## src/rtl/vga_pkg.sv

```systemverilog
// vga_pkg
// Shared timing defaults for the 640x480@60 raster and the colour type that
// img_generator and vga_timing_out exchange.
//   color_t           3-bit {r,g,b} pixel colour
//   VGA_H_* / VGA_V_* default porch, sync and active sizes plus totals
//   VGA_SYNC_ACTIVE   level of an asserted sync pulse (0 = active-low)
package vga_pkg;

  typedef logic [2:0] color_t;

  localparam int VGA_H_ACTIVE = 640;
  localparam int VGA_H_FP     = 16;
  localparam int VGA_H_SYNC   = 96;
  localparam int VGA_H_BP     = 48;
  localparam int VGA_H_TOTAL  = VGA_H_ACTIVE + VGA_H_FP + VGA_H_SYNC + VGA_H_BP;

  localparam int VGA_V_ACTIVE = 480;
  localparam int VGA_V_FP     = 10;
  localparam int VGA_V_SYNC   = 2;
  localparam int VGA_V_BP     = 33;
  localparam int VGA_V_TOTAL  = VGA_V_ACTIVE + VGA_V_FP + VGA_V_SYNC + VGA_V_BP;

  localparam logic VGA_SYNC_ACTIVE = 1'b0;

  // Level driven on a sync pin for a given "inside the pulse window" flag.
  function automatic logic syncLevel(input logic inWindow, input logic activeLevel);
    return inWindow ? activeLevel : ~activeLevel;
  endfunction

endpackage

```

## src/rtl/vga_axis_counter.sv

```systemverilog
// vga_axis_counter
// One raster axis (horizontal or vertical). Counts 0..TOTAL-1 while enabled
// and wraps to 0. The outputs describe the value the counter takes at the
// coming clock edge, so the caller can register its flags in the same cycle
// as the count and get them aligned with no skew.
//   i_clk     clock
//   i_enable  advance the count at the next edge
//   i_clear   force the count to TOTAL-1 (so the first enabled edge gives 0)
//   o_count   next count value
//   o_wrap    the count wraps TOTAL-1 -> 0 at the next edge
//   o_active  next count lies in the visible region
//   o_sync    next count lies in the sync pulse window
module vga_axis_counter #(
  parameter int ACTIVE = 640,
  parameter int FP     = 16,
  parameter int SYNC   = 96,
  parameter int BP     = 48
) (
  input  logic       i_clk,
  input  logic       i_enable,
  input  logic       i_clear,
  output logic [9:0] o_count,
  output logic       o_wrap,
  output logic       o_active,
  output logic       o_sync
);

  localparam int         TOTAL      = ACTIVE + FP + SYNC + BP;
  localparam logic [9:0] LAST       = 10'(TOTAL - 1);
  localparam logic [9:0] ACTIVE_END = 10'(ACTIVE);
  localparam logic [9:0] SYNC_START = 10'(ACTIVE + FP);
  localparam logic [9:0] SYNC_END   = 10'(ACTIVE + FP + SYNC);

  logic [9:0] r_count;
  logic [9:0] w_next;
  logic       w_atLast;

  assign w_atLast = (r_count == LAST);

  // Clear parks the count on its last value so that the first enabled edge
  // afterwards lands on 0, exactly like a normal wrap.
  always_comb begin
    w_next = r_count;
    if (i_clear) begin
      w_next = LAST;
    end else if (i_enable) begin
      w_next = w_atLast ? 10'd0 : r_count + 10'd1;
    end
  end

  always_ff @(posedge i_clk) begin
    r_count <= w_next;
  end

  assign o_count  = w_next;
  assign o_wrap   = i_enable && !i_clear && w_atLast;
  assign o_active = (w_next < ACTIVE_END);
  assign o_sync   = (w_next >= SYNC_START) && (w_next < SYNC_END);

endmodule

```

## src/rtl/vga_timing_out.sv

```systemverilog
// vga_timing_out
// Frame timing and pin stage around img_generator. Produces the raster
// coordinates and per-frame/per-line ticks, masks img_generator's colour
// outside the visible area and drives the VGA sync and colour pins.
//   CLOCK_25     25 MHz pixel clock
//   RESET        synchronous, active-high reset
//   color_in     colour from img_generator for the current x/y
//   x, y         current pixel position (0..799, 0..524), zero-extended
//   active       x/y inside the visible area
//   frame_start  one-cycle pulse at x=0,y=0
//   line_end     one-cycle pulse at x=799
//   hsync, vsync sync pins
//   rgb          colour pins {r,g,b}
// Build option: define VGA_OUT_REG_EN to add one register stage on
// rgb/hsync/vsync so all pins share a 1-cycle latency relative to x/y.
module vga_timing_out
  import vga_pkg::*;
#(
  parameter int   H_ACTIVE    = VGA_H_ACTIVE,
  parameter int   H_FP        = VGA_H_FP,
  parameter int   H_SYNC      = VGA_H_SYNC,
  parameter int   H_BP        = VGA_H_BP,
  parameter int   V_ACTIVE    = VGA_V_ACTIVE,
  parameter int   V_FP        = VGA_V_FP,
  parameter int   V_SYNC      = VGA_V_SYNC,
  parameter int   V_BP        = VGA_V_BP,
  parameter logic SYNC_ACTIVE = VGA_SYNC_ACTIVE
) (
  input  logic        CLOCK_25,
  input  logic        RESET,
  input  color_t      color_in,
  output logic [11:0] x,
  output logic [11:0] y,
  output logic        active,
  output logic        frame_start,
  output logic        line_end,
  output logic        hsync,
  output logic        vsync,
  output color_t      rgb
);

  localparam int         H_TOTAL = H_ACTIVE + H_FP + H_SYNC + H_BP;
  localparam int         V_TOTAL = V_ACTIVE + V_FP + V_SYNC + V_BP;
  localparam logic [9:0] H_LAST  = 10'(H_TOTAL - 1);

  logic [9:0] w_hNext;
  logic       w_hWrap;
  logic       w_hActive;
  logic       w_hSync;
  logic [9:0] w_vNext;
  logic       w_vWrap;
  logic       w_vActive;
  logic       w_vSync;

  logic [11:0] r_x;
  logic [11:0] r_y;
  logic        r_active;
  logic        r_frameStart;
  logic        r_lineEnd;
  logic        r_hsync;
  logic        r_vsync;
  color_t      w_rgbMasked;

  vga_axis_counter #(
    .ACTIVE (H_ACTIVE),
    .FP     (H_FP),
    .SYNC   (H_SYNC),
    .BP     (H_BP)
  ) u_hCounter (
    .i_clk    (CLOCK_25),
    .i_enable (1'b1),
    .i_clear  (RESET),
    .o_count  (w_hNext),
    .o_wrap   (w_hWrap),
    .o_active (w_hActive),
    .o_sync   (w_hSync)
  );

  // The line counter only advances on the pixel counter's wrap, so both
  // wrap in the same cycle at the end of the frame.
  vga_axis_counter #(
    .ACTIVE (V_ACTIVE),
    .FP     (V_FP),
    .SYNC   (V_SYNC),
    .BP     (V_BP)
  ) u_vCounter (
    .i_clk    (CLOCK_25),
    .i_enable (w_hWrap),
    .i_clear  (RESET),
    .o_count  (w_vNext),
    .o_wrap   (w_vWrap),
    .o_active (w_vActive),
    .o_sync   (w_vSync)
  );

  // Coordinates and flags are all registered from the counters' next
  // values, so in any cycle every flag describes the x/y shown with it.
  // A line wrap of the vertical counter only happens when the pixel counter
  // also wraps, which makes it exactly the x=0,y=0 tick.
  always_ff @(posedge CLOCK_25) begin
    if (RESET) begin
      r_x          <= 12'd0;
      r_y          <= 12'd0;
      r_active     <= 1'b0;
      r_frameStart <= 1'b0;
      r_lineEnd    <= 1'b0;
      r_hsync      <= ~SYNC_ACTIVE;
      r_vsync      <= ~SYNC_ACTIVE;
    end else begin
      r_x          <= {2'b00, w_hNext};
      r_y          <= {2'b00, w_vNext};
      r_active     <= w_hActive && w_vActive;
      r_frameStart <= w_vWrap;
      r_lineEnd    <= (w_hNext == H_LAST);
      r_hsync      <= syncLevel(w_hSync, SYNC_ACTIVE);
      r_vsync      <= syncLevel(w_vSync, SYNC_ACTIVE);
    end
  end

  // img_generator is combinational, so its colour belongs to the current
  // x/y and only needs blanking outside the visible area.
  assign w_rgbMasked = r_active ? color_in : 3'b000;

  assign x           = r_x;
  assign y           = r_y;
  assign active      = r_active;
  assign frame_start = r_frameStart;
  assign line_end    = r_lineEnd;

`ifdef VGA_OUT_REG_EN
  logic   r_hsyncPin;
  logic   r_vsyncPin;
  color_t r_rgbPin;

  // Extra pin stage: colour and both syncs are delayed together so the
  // monitor sees them consistently one pixel behind x/y.
  always_ff @(posedge CLOCK_25) begin
    if (RESET) begin
      r_hsyncPin <= ~SYNC_ACTIVE;
      r_vsyncPin <= ~SYNC_ACTIVE;
      r_rgbPin   <= 3'b000;
    end else begin
      r_hsyncPin <= r_hsync;
      r_vsyncPin <= r_vsync;
      r_rgbPin   <= w_rgbMasked;
    end
  end

  assign hsync = r_hsyncPin;
  assign vsync = r_vsyncPin;
  assign rgb   = r_rgbPin;
`else
  assign hsync = r_hsync;
  assign vsync = r_vsync;
  assign rgb   = w_rgbMasked;
`endif

endmodule

```

## config.mk

```make
export PLATFORM = sky130hd
export DESIGN_NAME = vga_timing_out
export DESIGN_NICKNAME = d
export VERILOG_FILES = /design/src/rtl/vga_pkg.sv /design/src/rtl/vga_axis_counter.sv /design/src/rtl/vga_timing_out.sv
export SDC_FILE = /design/constraint.sdc
export NUM_CORES = 1
export LEC_CHECK = 0
export CAP_MARGIN = 25
export CORE_MARGIN = 4
export CORE_UTILIZATION = 52
export DETAILED_ROUTE_END_ITERATION = 8
export GPL_ROUTABILITY_DRIVEN = 0
export PLACE_DENSITY_LB_ADDON = 0.3
export SYNTH_ARGS = -nofsm -noshare
export SYNTH_HDL_FRONTEND = slang
export SYNTH_HIERARCHICAL = 1
export SYNTH_SLANG_ARGS = --single-unit
```

## constraint.sdc

```tcl
create_clock -name CLOCK_25 -period 2.9 [get_ports CLOCK_25]
set_clock_uncertainty 0.1 [all_clocks]
set_input_delay 0.435 -clock CLOCK_25 [delete_from_list [all_inputs] [get_ports CLOCK_25]]
set_output_delay 0.435 -clock CLOCK_25 [all_outputs]
set_load 0.05 [all_outputs]
```

Word-level counts from Yosys, hierarchy flattened
Index checks and enable logic that the tools add are counted.
Word-level totals
  bits in registers: 49
  bits in latches: 0
  memory bits (writable): 0
  bits in read-only memories: 0
  input bits: 5
  output and inout port bits: 32
  word-level logic and storage cells: 37
  memories kept: 0
Cells by class
  add/sub/neg operators: 2
  $mul: 0
  div/mod/pow operators: 0
  order comparisons: 6
  equal/unequal tests: 3
  shift operators: 0
  muxes and demuxes: 8
  bitwise operators: 0
  reductions and logical operators: 7
Operators by type and width (number)
  10-bit two-way mux: 5
  10-bit == test, second input constant: 3
  10-bit by 1-bit adder with 10-bit output, second input constant: 2
  10-bit less-than comparator, second input constant: 2
  10-bit by 9-bit less-than comparator with 1-bit output, second input constant: 2
  10-bit greater-or-equal comparator, second input constant: 1
  10-bit by 9-bit greater-or-equal comparator with 1-bit output, second input constant: 1
  1-bit logical AND: 6
  3-bit two-way mux: 1
  1-bit two-way mux: 2
  1-bit zero test: 1

Logic depth before layout (Yosys ltp)
Gate-level depths: netlist of run 1.
  depth after elaboration: 7
  depth in mapped cells: 12
  mapped depth without buffers: 10

Hierarchy
Netlist of run 1, hierarchy kept.
Modules (own cells, without submodules)
  vga_timing_out: instances 1, cells each 65, area each 755.7 um^2, seq. area each 500.5 um^2
  vga_axis_counter at u_hCounter: instances 1, cells each 82, area each 726.9 um^2, seq. area each 200.2 um^2
  vga_axis_counter at u_vCounter: instances 1, cells each 81, area each 661.9 um^2, seq. area each 200.2 um^2

Worst setup path before layout of run 1
No wires, ideal clock.
  kind: register to register
  from: register u_hCounter.r_count[0]
  to: register r_y[9] (netlist: y[9])
  library setup time: 0.114 ns
  arrival time: 2.123 ns
  required time: 2.686 ns
  setup slack: 0.562 ns
  stages on the path, launching flop included: 12
  buffers on the path: 2
  clock period less this slack: 2.338 ns
  cell sequence: dfxtp_1 ha_1 clkbuf_1 and2_1 nand2_1 nor2_1 buf_4 nand4_4 nor3_4 xnor2_1 o21ai_0 and2b_1
Between the ends
  longest elaborated chain between the ends: 4
RTL lines
  from (decl): RTL line vga_axis_counter.sv:34  | logic [9:0] r_count;
  from (signal assigned): RTL line vga_axis_counter.sv:52  | r_count <= w_next;
  10-bit == test: RTL line vga_axis_counter.sv:38  | assign w_atLast = (r_count == LAST);
  1-bit logical AND: RTL line vga_axis_counter.sv:56  | assign o_wrap = i_enable && !i_clear && w_atLast;
  via w_hWrap: RTL line vga_timing_out.sv:47  | logic w_hWrap;
  10-bit two-way mux: RTL line vga_axis_counter.sv:46  | end else if (i_enable) begin
  10-bit two-way mux: RTL line vga_axis_counter.sv:44  | if (i_clear) begin
  via w_vNext[9]: RTL line vga_timing_out.sv:50  | logic [9:0] w_vNext;
  to (signal assigned): RTL line vga_timing_out.sv:111  | r_y <= {2'b00, w_vNext};
  to (decl): RTL line vga_timing_out.sv:56  | logic [11:0] r_y;
The timed path passes the listed nets, and every way through them passes these cells.
A chain may end at the register's enable or synchronous reset.

Worst setup path in the final report of run 1
  from: register u_hCounter.r_count[8]
  to: register r_vsync (netlist: vsync)
Between the ends
  longest elaborated chain between the ends: 7
  elaborated cells on any way between the ends: 8
  classes of those cells: 2 x order compare; 1 x eq/ne; 3 x mux; 2 x reduce/logical
RTL lines
  10-bit == test (*): RTL line vga_axis_counter.sv:38
  1-bit logical AND (*): RTL line vga_axis_counter.sv:56
  via w_hWrap: RTL line vga_timing_out.sv:47
  10-bit two-way mux (*): RTL line vga_axis_counter.sv:46
  10-bit two-way mux (*): RTL line vga_axis_counter.sv:44
  10-bit by 9-bit greater-or-equal comparator with 1-bit output or 10-bit by 9-bit less-than comparator with 1-bit output (tied branches): RTL line vga_axis_counter.sv:58  | assign o_sync = (w_next >= SYNC_START) && (w_next < SYNC_END);
  1-bit logical AND (*): RTL line vga_axis_counter.sv:58
  via w_vSync: RTL line vga_timing_out.sv:53  | logic w_vSync;
  1-bit two-way mux (*): RTL line vga_pkg.sv:27  | return inWindow ? activeLevel : ~activeLevel;
  to (signal assigned): RTL line vga_timing_out.sv:108  | r_vsync <= ~SYNC_ACTIVE;
  to (signal assigned): RTL line vga_timing_out.sv:116  | r_vsync <= syncLevel(w_vSync, SYNC_ACTIVE);
  to (decl): RTL line vga_timing_out.sv:61  | logic r_vsync;
Mark *: on every way through the listed nets, which the timed path passes. The rest lies on a longest branch.

==> results by group, run 1 <==
Critical path
  • Most used cell, CP: nand2b_1
  • Critical path, cell by cell: nand2b_1 -> nor4_2 -> nand2_1 -> nor2_1 -> buf_4 -> nand4_1 -> xor2_1 -> o21bai_1 -> nor4_1 -> nand2b_1
  • Delay-heaviest family, CP: simple AND/OR/NAND/NOR gates
  • Slowest CP cell: dfxtp_1
  • Flop2flop setup slack: 0.33 ns
  • Startpoint types: register
  • CP peak stage delay: 0.51 ns
  • Worst Path Buf+Inv: 1
  • Critical-path maximum fanout: 10
  • Crit path DAT: 2.64 ns
  • Worst path required time: 2.98 ns
  • Setup Crit Path Kind: register to register
  • Crit. End Element: register

GRT
  • GRT overflow: 0
  • Met1 Resource Use GR: 23.87%
  • Gr usage total: 16.91%
  • Initial antenna violation count: 0
  • Met2 Use GR: 25.38%
  • First-pass GRT wire length: 7.051 mm
  • GRT busiest layer: met2
  • Largest net degree at the start of global routing: 25
  • Vias in the first global route: 1500
  • GR Util met3: 3.740%

Clock tree
  • Post-cts gate resize count: 0
  • Post-CTS Setup Repair Bufs: 0
  • Clock latency on the worst-skew pair: 0.30 ns
  • CTS H-tree depth: 2
  • Clock sink total: 45
  • CTS buffer count: 5
  • CTS root buf: clkbuf_8
  • Clock transition at path regs: 0.09 ns
  • Hold_buf cts: 0
  • Buffer depth of the longest clock path: 2
  • TritonCTS clock tree: built

STA
  • RSZ-0062 raised after global routing: false
  • Period minus WS final: 2.566 ns
  • Max-slew violation count: 0
  • Final setup fails: 0
  • Slew headroom: 66.10%
  • Worst-Margin Slew: 0.5069 ns
  • Tcrit/Tclk final: 88.49%
  • FMAX: 0.3897 GHz
  • Setup_tns: 0 ns
  • Hold_ws: 0.4897 ns
  • Hold Fails Final Rpt: 0

Finish
  • Area Overhead vs Synth: 20.01%
  • Fraction of layout instances using a drive strength above 1: 8.779%
  • Nets: 269
  • Filler cells: 344
  • Antenna Cells: 0

Synth
  • Yosys cell types: 49
  • Synth Area per Inst: 9.406 um^2
  • Most used flip-flop cell after synthesis: dfxtp_1
  • Most frequent cells after synthesis: 45 x dfxtp_1, 22 x nor2b_1, 17 x nor2_1, 16 x nand2_1, 9 x xnor2_1
  • Seq/Total Area, Yosys: 42.01%
  • Post-Syn Area: 2145 um^2
  • YS warnings: 6
  • Top-area cell type share of the netlist area: 42.01%
  • Post-synth ARST share: 0%
  • Cells after Synth: 228
  • Post-synth EDFFs: 0
  • Seq cells post-synth: 45
  • Most common cell in the synthesized netlist: dfxtp_1
  • Post-synthesis cell type with the largest combined area: dfxtp_1
  • Synth area leaders: dfxtp_1 42%, nor2b_1 6.4%, xnor2_1 3.7%, nor2_1 3.0%, nand2_1 2.8%

Pwr
  • Overall power after layout: 1.468 mW
  • Max IR drop VDD: 0.0003677 V
  • Lkg Pwr: 0.9576 nW
  • Pwr per Cell Area: 570.6 nW/um^2

Detailed routing
  • Final Routed Wirelength: 4.326 mm
  • Antenna Violating Nets Remaining: 0
  • TritonRoute pass-1 iters: 4
  • DRC: 0
  • Vias after detailed routing: 1687
  • Via/cell ratio: 5.407
  • WL/cell: 13.87 um
  • Initial drt markers: 109

Placed design
  • Post-DP HPWL: 3.044 mm
  • PortBufs: 32

Floorplan
  • Initial core utilization: 53.61%
  • Die H: 72.22 um
  • Num rows: 23
  • Die area: 5216 um^2
  • I/O pin cnt: 37
  • Core footprint: 4000 um^2
  • Die width: 72.22 um

Worst hold path
  • Worst Hold Class: register to register

Run status
  • Status: finished, final reports clean

Flow run
  • Max_cap viols: 0
worst register-to-register path, stage by stage, from the launching register on:
cell and delay (ns):
dfxtp_1 0.51, nand2b_1 0.11, nor4_2 0.32, nand2_1 0.19, nor2_1 0.13, buf_4 0.19, nand4_1 0.13, xor2_1 0.18
o21bai_1 0.18, nor4_1 0.33, nand2b_1 0.10
cell usage in the layout (no fill, tap or decap), drive strengths merged, types with 6 or more instances in the layout:
| master | count |
|---|---|
| xor2 | 6 |
| nand4 | 8 |
| inv | 6 |
| dfxtp | 45 |
| nor2 | 17 |
| conb | 7 |
| clkdlybuf4s50 | 32 |
| nand2 | 16 |
| nor2b | 22 |
| xnor2 | 9 |
| and2 | 6 |
| o21ai | 7 |
sequential cells by signal, indices dropped and copies added, names as in the netlist:
name / flops
u_hCounter/r_count: 10
u_vCounter/r_count: 10
y: 10
vsync: 1
line_end: 1
active: 1
frame_start: 1
x: 10
hsync: 1
cells by family (layout without fill, tap and decap cells):
family,after synthesis,in the layout,share of synthesized area [%]
adder cells (fa/ha/maj),3,3,1.750
AO/OA/AOI/OAI,33,33,11.43
multiplexers,1,1,0.4668
buffers and inverters,20,49,5.192
other,2,7,0.3502
XOR/XNOR,15,15,6.126
flip-flops,45,45,42.01
AND/OR/NAND/NOR,109,109,32.67
metal layers:
layer	wire length (um)	vias to the layer above
met5	0	-
met4	63	0
met3	420	8
met2	1780	87
met1	2061	749
li1	-	843
final cells by class:
| cell class | instances | area (um^2) | area share (%) |
|---|---|---|---|
| Tap cell | 50 | 62.56 | 2.431 |
| Multi-Input combinational cell | 168 | 1151 | 44.73 |
| Sequential cell | 45 | 900.9 | 35.00 |
| Clock buffer | 5 | 68.82 | 2.674 |
| Inverter | 5 | 18.77 | 0.7292 |
| Clock inverter | 3 | 21.27 | 0.8264 |
| Timing Repair Buffer | 36 | 350.3 | 13.61 |
final timing paths:
check	startpoint	to	depth (start not counted)
max	u_hCounter/r_count[8]$_DFF_P_	vsync$_SDFF_PP1_	10
min	u_vCounter/r_count[8]$_DFF_P_	u_vCounter/r_count[8]$_DFF_P_	2
max reg2reg	u_hCounter/r_count[8]$_DFF_P_	vsync$_SDFF_PP1_	10
min reg2reg	u_vCounter/r_count[8]$_DFF_P_	u_vCounter/r_count[8]$_DFF_P_	2
through the flow:
| stage | cell area [um^2] | std cells | setup WS (ns) | utilization [%] |
|---|---|---|---|---|
| floorplan | 2163 | 233 | 0.5623 | - |
| global placement | 2484 | 304 | 0.4392 | 62.09 |
| detailed placement | 2484 | 304 | 0.4032 | 62.09 |
| CTS | 2574 | 312 | 0.3768 | 64.34 |
| global route | 2574 | 312 | 0.1369 | 64.34 |
| finish | 2574 | 312 | 0.3338 | 64.34 |
report_power, final:
part           switching, mW  internal, mW
clock                  0.221         0.171
sequential            0.0514         0.662
combinational          0.223         0.139
No activity file was read; power rests on OpenSTA's default activity.
==> inputs of run 2 (changes only) <==
- ABC_AREA: default -> 1
- CAP_MARGIN: 25 -> default
- CORE_UTILIZATION: 52 -> 55
- DONT_BUFFER_PORTS: default -> 1
==> results by group, run 2 <==
STA
  • FMAX: 0.3985 GHz (was 0.3897 GHz)
  • Worst-Margin Slew: 0.6009 ns (was 0.5069 ns)
  • Max-slew violation count: 0 (unchanged)
  • Hold Fails Final Rpt: 0 (unchanged)
  • Worst setup margin: 0.3906 ns (was 0.3338 ns)
  • Tcrit/Tclk final: 86.53% (was 88.49%)
  • Final setup fails: 0 (unchanged)
  • Period minus WS final: 2.509 ns (was 2.566 ns)
  • Slew headroom: 59.89% (was 66.10%)
  • Setup_tns: 0 ns (unchanged)
  • RSZ-0062 raised after global routing: false (unchanged)

Floorplan
  • Initial core utilization: 59.07% (was 53.61%)
  • Num rows: 21 (was 23)
  • Die area: 4733 um^2 (was 5216 um^2)
  • Core footprint: 3442 um^2 (was 4000 um^2)
  • Die width: 68.80 um (was 72.22 um)
  • I/O pin cnt: 37 (unchanged)
  • Die H: 68.80 um (was 72.22 um)

Finish
  • Nets: 304 (was 269)
  • Commonest non-fill, non-tap cell in the layout: nand2_1 (was dfxtp_1)
  • Most frequent cells in the layout: 63 x nand2_1, 60 x inv_1, 45 x dfxtp_1 (was 45 x dfxtp_1, 32 x clkdlybuf4s50_1, 22 x nor2b_1)
  • Fraction of layout instances using a drive strength above 1: 10.14% (was 8.779%)
  • Area Overhead vs Synth: 6.154% (was 20.01%)
  • Antenna Cells: 0 (unchanged)
  • Fin util: 62.70% (was 64.34%)

Critical path
  • Flop2flop setup slack: 0.39 ns (was 0.33 ns)
  • R2R Path End: vsync$_SDFF_PP1_ (unchanged)
  • Crit. End Element: register (unchanged)
  • Slowest CP cell: nor4_1 (was dfxtp_1)
  • Critical-path maximum fanout: 10 (unchanged)
  • Worst Path Buf+Inv: 1 (unchanged)
  • Setup Crit Path Kind: register to register (unchanged)
  • Crit path DAT: 2.61 ns (was 2.64 ns)
  • Critical path, cell by cell: ha_1 -> nand2_1 -> nor4_1 -> nand2_1 -> nor2_1 -> buf_4 -> nand2_1 -> nor2_1 -> nand3_1 -> nand2_1 -> nor2_1 -> nor2_1 -> nand3_1 -> nor2_1 -> nand2_1 (was nand2b_1 -> nor4_2 -> nand2_1 -> nor2_1 -> buf_4 -> nand4_1 -> xor2_1 -> o21bai_1 -> nor4_1 -> nand2b_1)
  • Worst path required time: 3.00 ns (was 2.98 ns)
  • FF-to-FF Start: u_hCounter/r_count[0]$_DFF_P_ (was u_hCounter/r_count[8]$_DFF_P_)
  • R2r worst-path depth: 15 (was 10)
  • Startpoint types: register (unchanged)
  • CP peak stage delay: 0.39 ns (was 0.51 ns)
  • Delay-heaviest family, CP: simple AND/OR/NAND/NOR gates (unchanged)

Pwr
  • Switching share of power: 32.47% (was 33.78%)
  • Max IR drop VDD: 0.0003650 V (was 0.0003677 V)
  • P_int: 0.9167 mW (was 0.9724 mW)
  • Pwr per Cell Area: 629.0 nW/um^2 (was 570.6 nW/um^2)
  • Lkg Pwr: 1.138 nW (was 0.9576 nW)
  • Flop pwr share: 56.8% (was 48.6%)
  • NetSw: 0.4407 mW (was 0.4961 mW)
  • Combinational share of power: 14.9% (was 24.7%)
  • Clock share of power: 28.3% (was 26.7%)

Detailed routing
  • TritonRoute pass-1 iters: 5 (was 4)
  • Vias after detailed routing: 1621 (was 1687)
  • Via/cell ratio: 4.740 (was 5.407)
  • WL/cell: 10.72 um (was 13.87 um)
  • Metal1 wirelength: 1.806 mm (was 2.061 mm)
  • DRC: 0 (unchanged)
  • Initial drt markers: 86 (was 109)
  • Metal3 WL: 262 um (was 420 um)
  • WL met2: 1.531 mm (was 1.780 mm)
  • Final Routed Wirelength: 3.666 mm (was 4.326 mm)
  • Antenna Violating Nets Remaining: 0 (unchanged)
  • Top layer in use: met4 (unchanged)

GRT
  • Initial antenna violation count: 0 (unchanged)
  • Vias in the first global route: 1484 (was 1500)
  • Largest net degree at the start of global routing: 32 (was 25)
  • Gr usage total: 17.99% (was 16.91%)
  • GRT overflow: 0 (unchanged)
  • First-pass GRT wire length: 6.285 mm (was 7.051 mm)

Synth
  • Most common cell in the synthesized netlist: nand2_1 (was dfxtp_1)
  • YS warnings: 6 (unchanged)
  • Yosys cell types: 22 (was 49)
  • Largest family of logic cells by synthesized area: simple AND/OR/NAND/NOR gates (unchanged)
  • Adder-cell share of the synthesized area: 1.846% (was 1.750%)
  • Seq/Total Area, Yosys: 44.31% (was 42.01%)
  • Seq cells post-synth: 45 (unchanged)
  • Synth Area in Compound Gates: 4.000% (was 11.44%)
  • Post-synthesis mux area share: 0% (was 0.4667%)
  • Post-synth ARST share: 0% (unchanged)
  • Top-area cell type share of the netlist area: 44.31% (was 42.01%)
  • Most used flip-flop cell after synthesis: dfxtp_1 (unchanged)
  • Post-synth EDFFs: 0 (unchanged)
  • Synth Area per Inst: 7.060 um^2 (was 9.406 um^2)
  • Cells after Synth: 288 (was 228)
  • Most frequent cells after synthesis: 63 x nand2_1, 60 x inv_1, 45 x dfxtp_1, 42 x nor2_1, 18 x nand3_1 (was 45 x dfxtp_1, 22 x nor2b_1, 17 x nor2_1, 16 x nand2_1, 9 x xnor2_1)
  • Post-synthesis cell type with the largest combined area: dfxtp_1 (unchanged)
  • XOR/XNOR share of the synthesized area: 1.292% (was 6.126%)
  • Synth Area in Simple Gates: 34.34% (was 32.67%)
  • Post-Syn Area: 2033 um^2 (was 2145 um^2)
  • Synth area leaders: dfxtp_1 44%, nand2_1 12%, inv_1 11%, nor2_1 7.8%, nand3_1 4.4% (was dfxtp_1 42%, nor2b_1 6.4%, xnor2_1 3.7%, nor2_1 3.0%, nand2_1 2.8%)

Placed design
  • Post-DP HPWL: 2.763 mm (was 3.044 mm)
  • Placement Setup Slack: 0.4137 ns (was 0.4032 ns)
  • PortBufs: 0 (was 32)

Clock tree
  • Clock latency on the worst-skew pair: 0.30 ns (about the same)
  • TritonCTS clock tree: built (unchanged)
  • Post-CTS Setup Repair Bufs: 0 (unchanged)
  • CTS root buf: clkbuf_8 (unchanged)
  • Clock transition at path regs: 0.08 ns (was 0.09 ns)
  • Clock sink total: 45 (unchanged)
  • Buffer depth of the longest clock path: 2 (unchanged)
  • Post-cts gate resize count: 0 (unchanged)
  • Hold_buf cts: 0 (unchanged)
  • CTS buffer count: 5 (unchanged)
  • CTS H-tree depth: 2 (unchanged)

Run status
  • Status: finished, final reports clean (unchanged)

Flow run
  • Max_cap viols: 0 (unchanged)

Worst hold path
  • Worst Hold Class: primary input to register (was register to register)
  • Worst Hold Path EP: x[6]$_SDFF_PP0_ (was u_vCounter/r_count[8]$_DFF_P_)
  • Worst hold start: RESET (was u_vCounter/r_count[8]$_DFF_P_)
  • Hold Path Depth: 1 (was 2)
-- run 2: cell types whose count changed in the layout (fill, tap and decap cells not counted), moves of 6 or more --
cell             previous run  this run
inv_1                       5        60
nand3_1                     5        18
nor2b_1                    22         0
clkdlybuf4s50_1            32         0
nand2_1                    16        63
nor2_2                      0         6
and2_1                      6         0
xnor2_1                     9         0
nor2_1                     17        42
nand2_2                     0         8
-- run 2: final cells by class --
class | instances | area (um^2)
repair buffers | 1 | 7.507
multi-input cells | 182 | 877.1
clock buffers | 7 | 86.33
fillers | 319 | 1284
inverters | 61 | 229.0
flip-flops and latches | 45 | 900.9
well taps | 46 | 57.56
-- run 2: worst max path at each step --
stage,slack (ns),cells past startpoint,start,endpoint
4_1_cts,0.40,15,u_hCounter/r_count[0]$_DFF_P_,vsync$_SDFF_PP1_
3_5_place_dp,0.41,15,u_hCounter/r_count[0]$_DFF_P_,vsync$_SDFF_PP1_
3_3_place_gp,0.49,15,u_hCounter/r_count[0]$_DFF_P_,vsync$_SDFF_PP1_
5_1_grt,0.12,15,u_hCounter/r_count[0]$_DFF_P_,vsync$_SDFF_PP1_
2_1_floorplan,0.68,17,u_hCounter/r_count[0]$_DFF_P_,active$_SDFF_PP0_
6_report,0.39,15,u_hCounter/r_count[0]$_DFF_P_,vsync$_SDFF_PP1_
-- run 2: kinds of logic (layout without fill, tap and decap cells) --
group                      Yosys count  after routing
AOI/OAI and AO/OA                   15             15
xor gates and xnor gates             3              3
adders and majority gates            3              3
buffers and inverters               68             69
DFF                                 45             45
other                                2              9
and+or+nand+nor                    152            152
-- run 2: power groups by stage --
| stage | clock network (mW) | logic, mW | registers [mW] |
|---|---|---|---|
| 5_1_grt | 0.421 | 0.236 | 0.777 |
| 6_report | 0.384 | 0.203 | 0.771 |
| 4_1_cts | 0.400 | 0.203 | 0.771 |
| 2_1_floorplan | 0 | 0.178 | 0.777 |
| 3_3_place_gp | 0 | 0.199 | 0.785 |
| 3_5_place_dp | 0 | 0.201 | 0.785 |
-- run 2: through the flow --
stage	hold slack, ns	area, um^2	total power [mW]	cells
floorplan	0.3984	2059	0.9551	295
global placement	0.4114	2072	0.9840	335
detailed placement	0.4129	2072	0.9867	335
CTS	0.08735	2158	1.373	342
global route	0.08380	2158	1.434	342
finish	0.09838	2158	1.357	342
-- run 2: routing by layer --
| layer | vias up | GRT usage [%] |
|---|---|---|
| met1 | 712 | 23.31 |
| li1 | 857 | - |
| met2 | 45 | 26.82 |
| met5 | - | 0 |
| met4 | 0 | 7.299 |
| met3 | 7 | 6.807 |
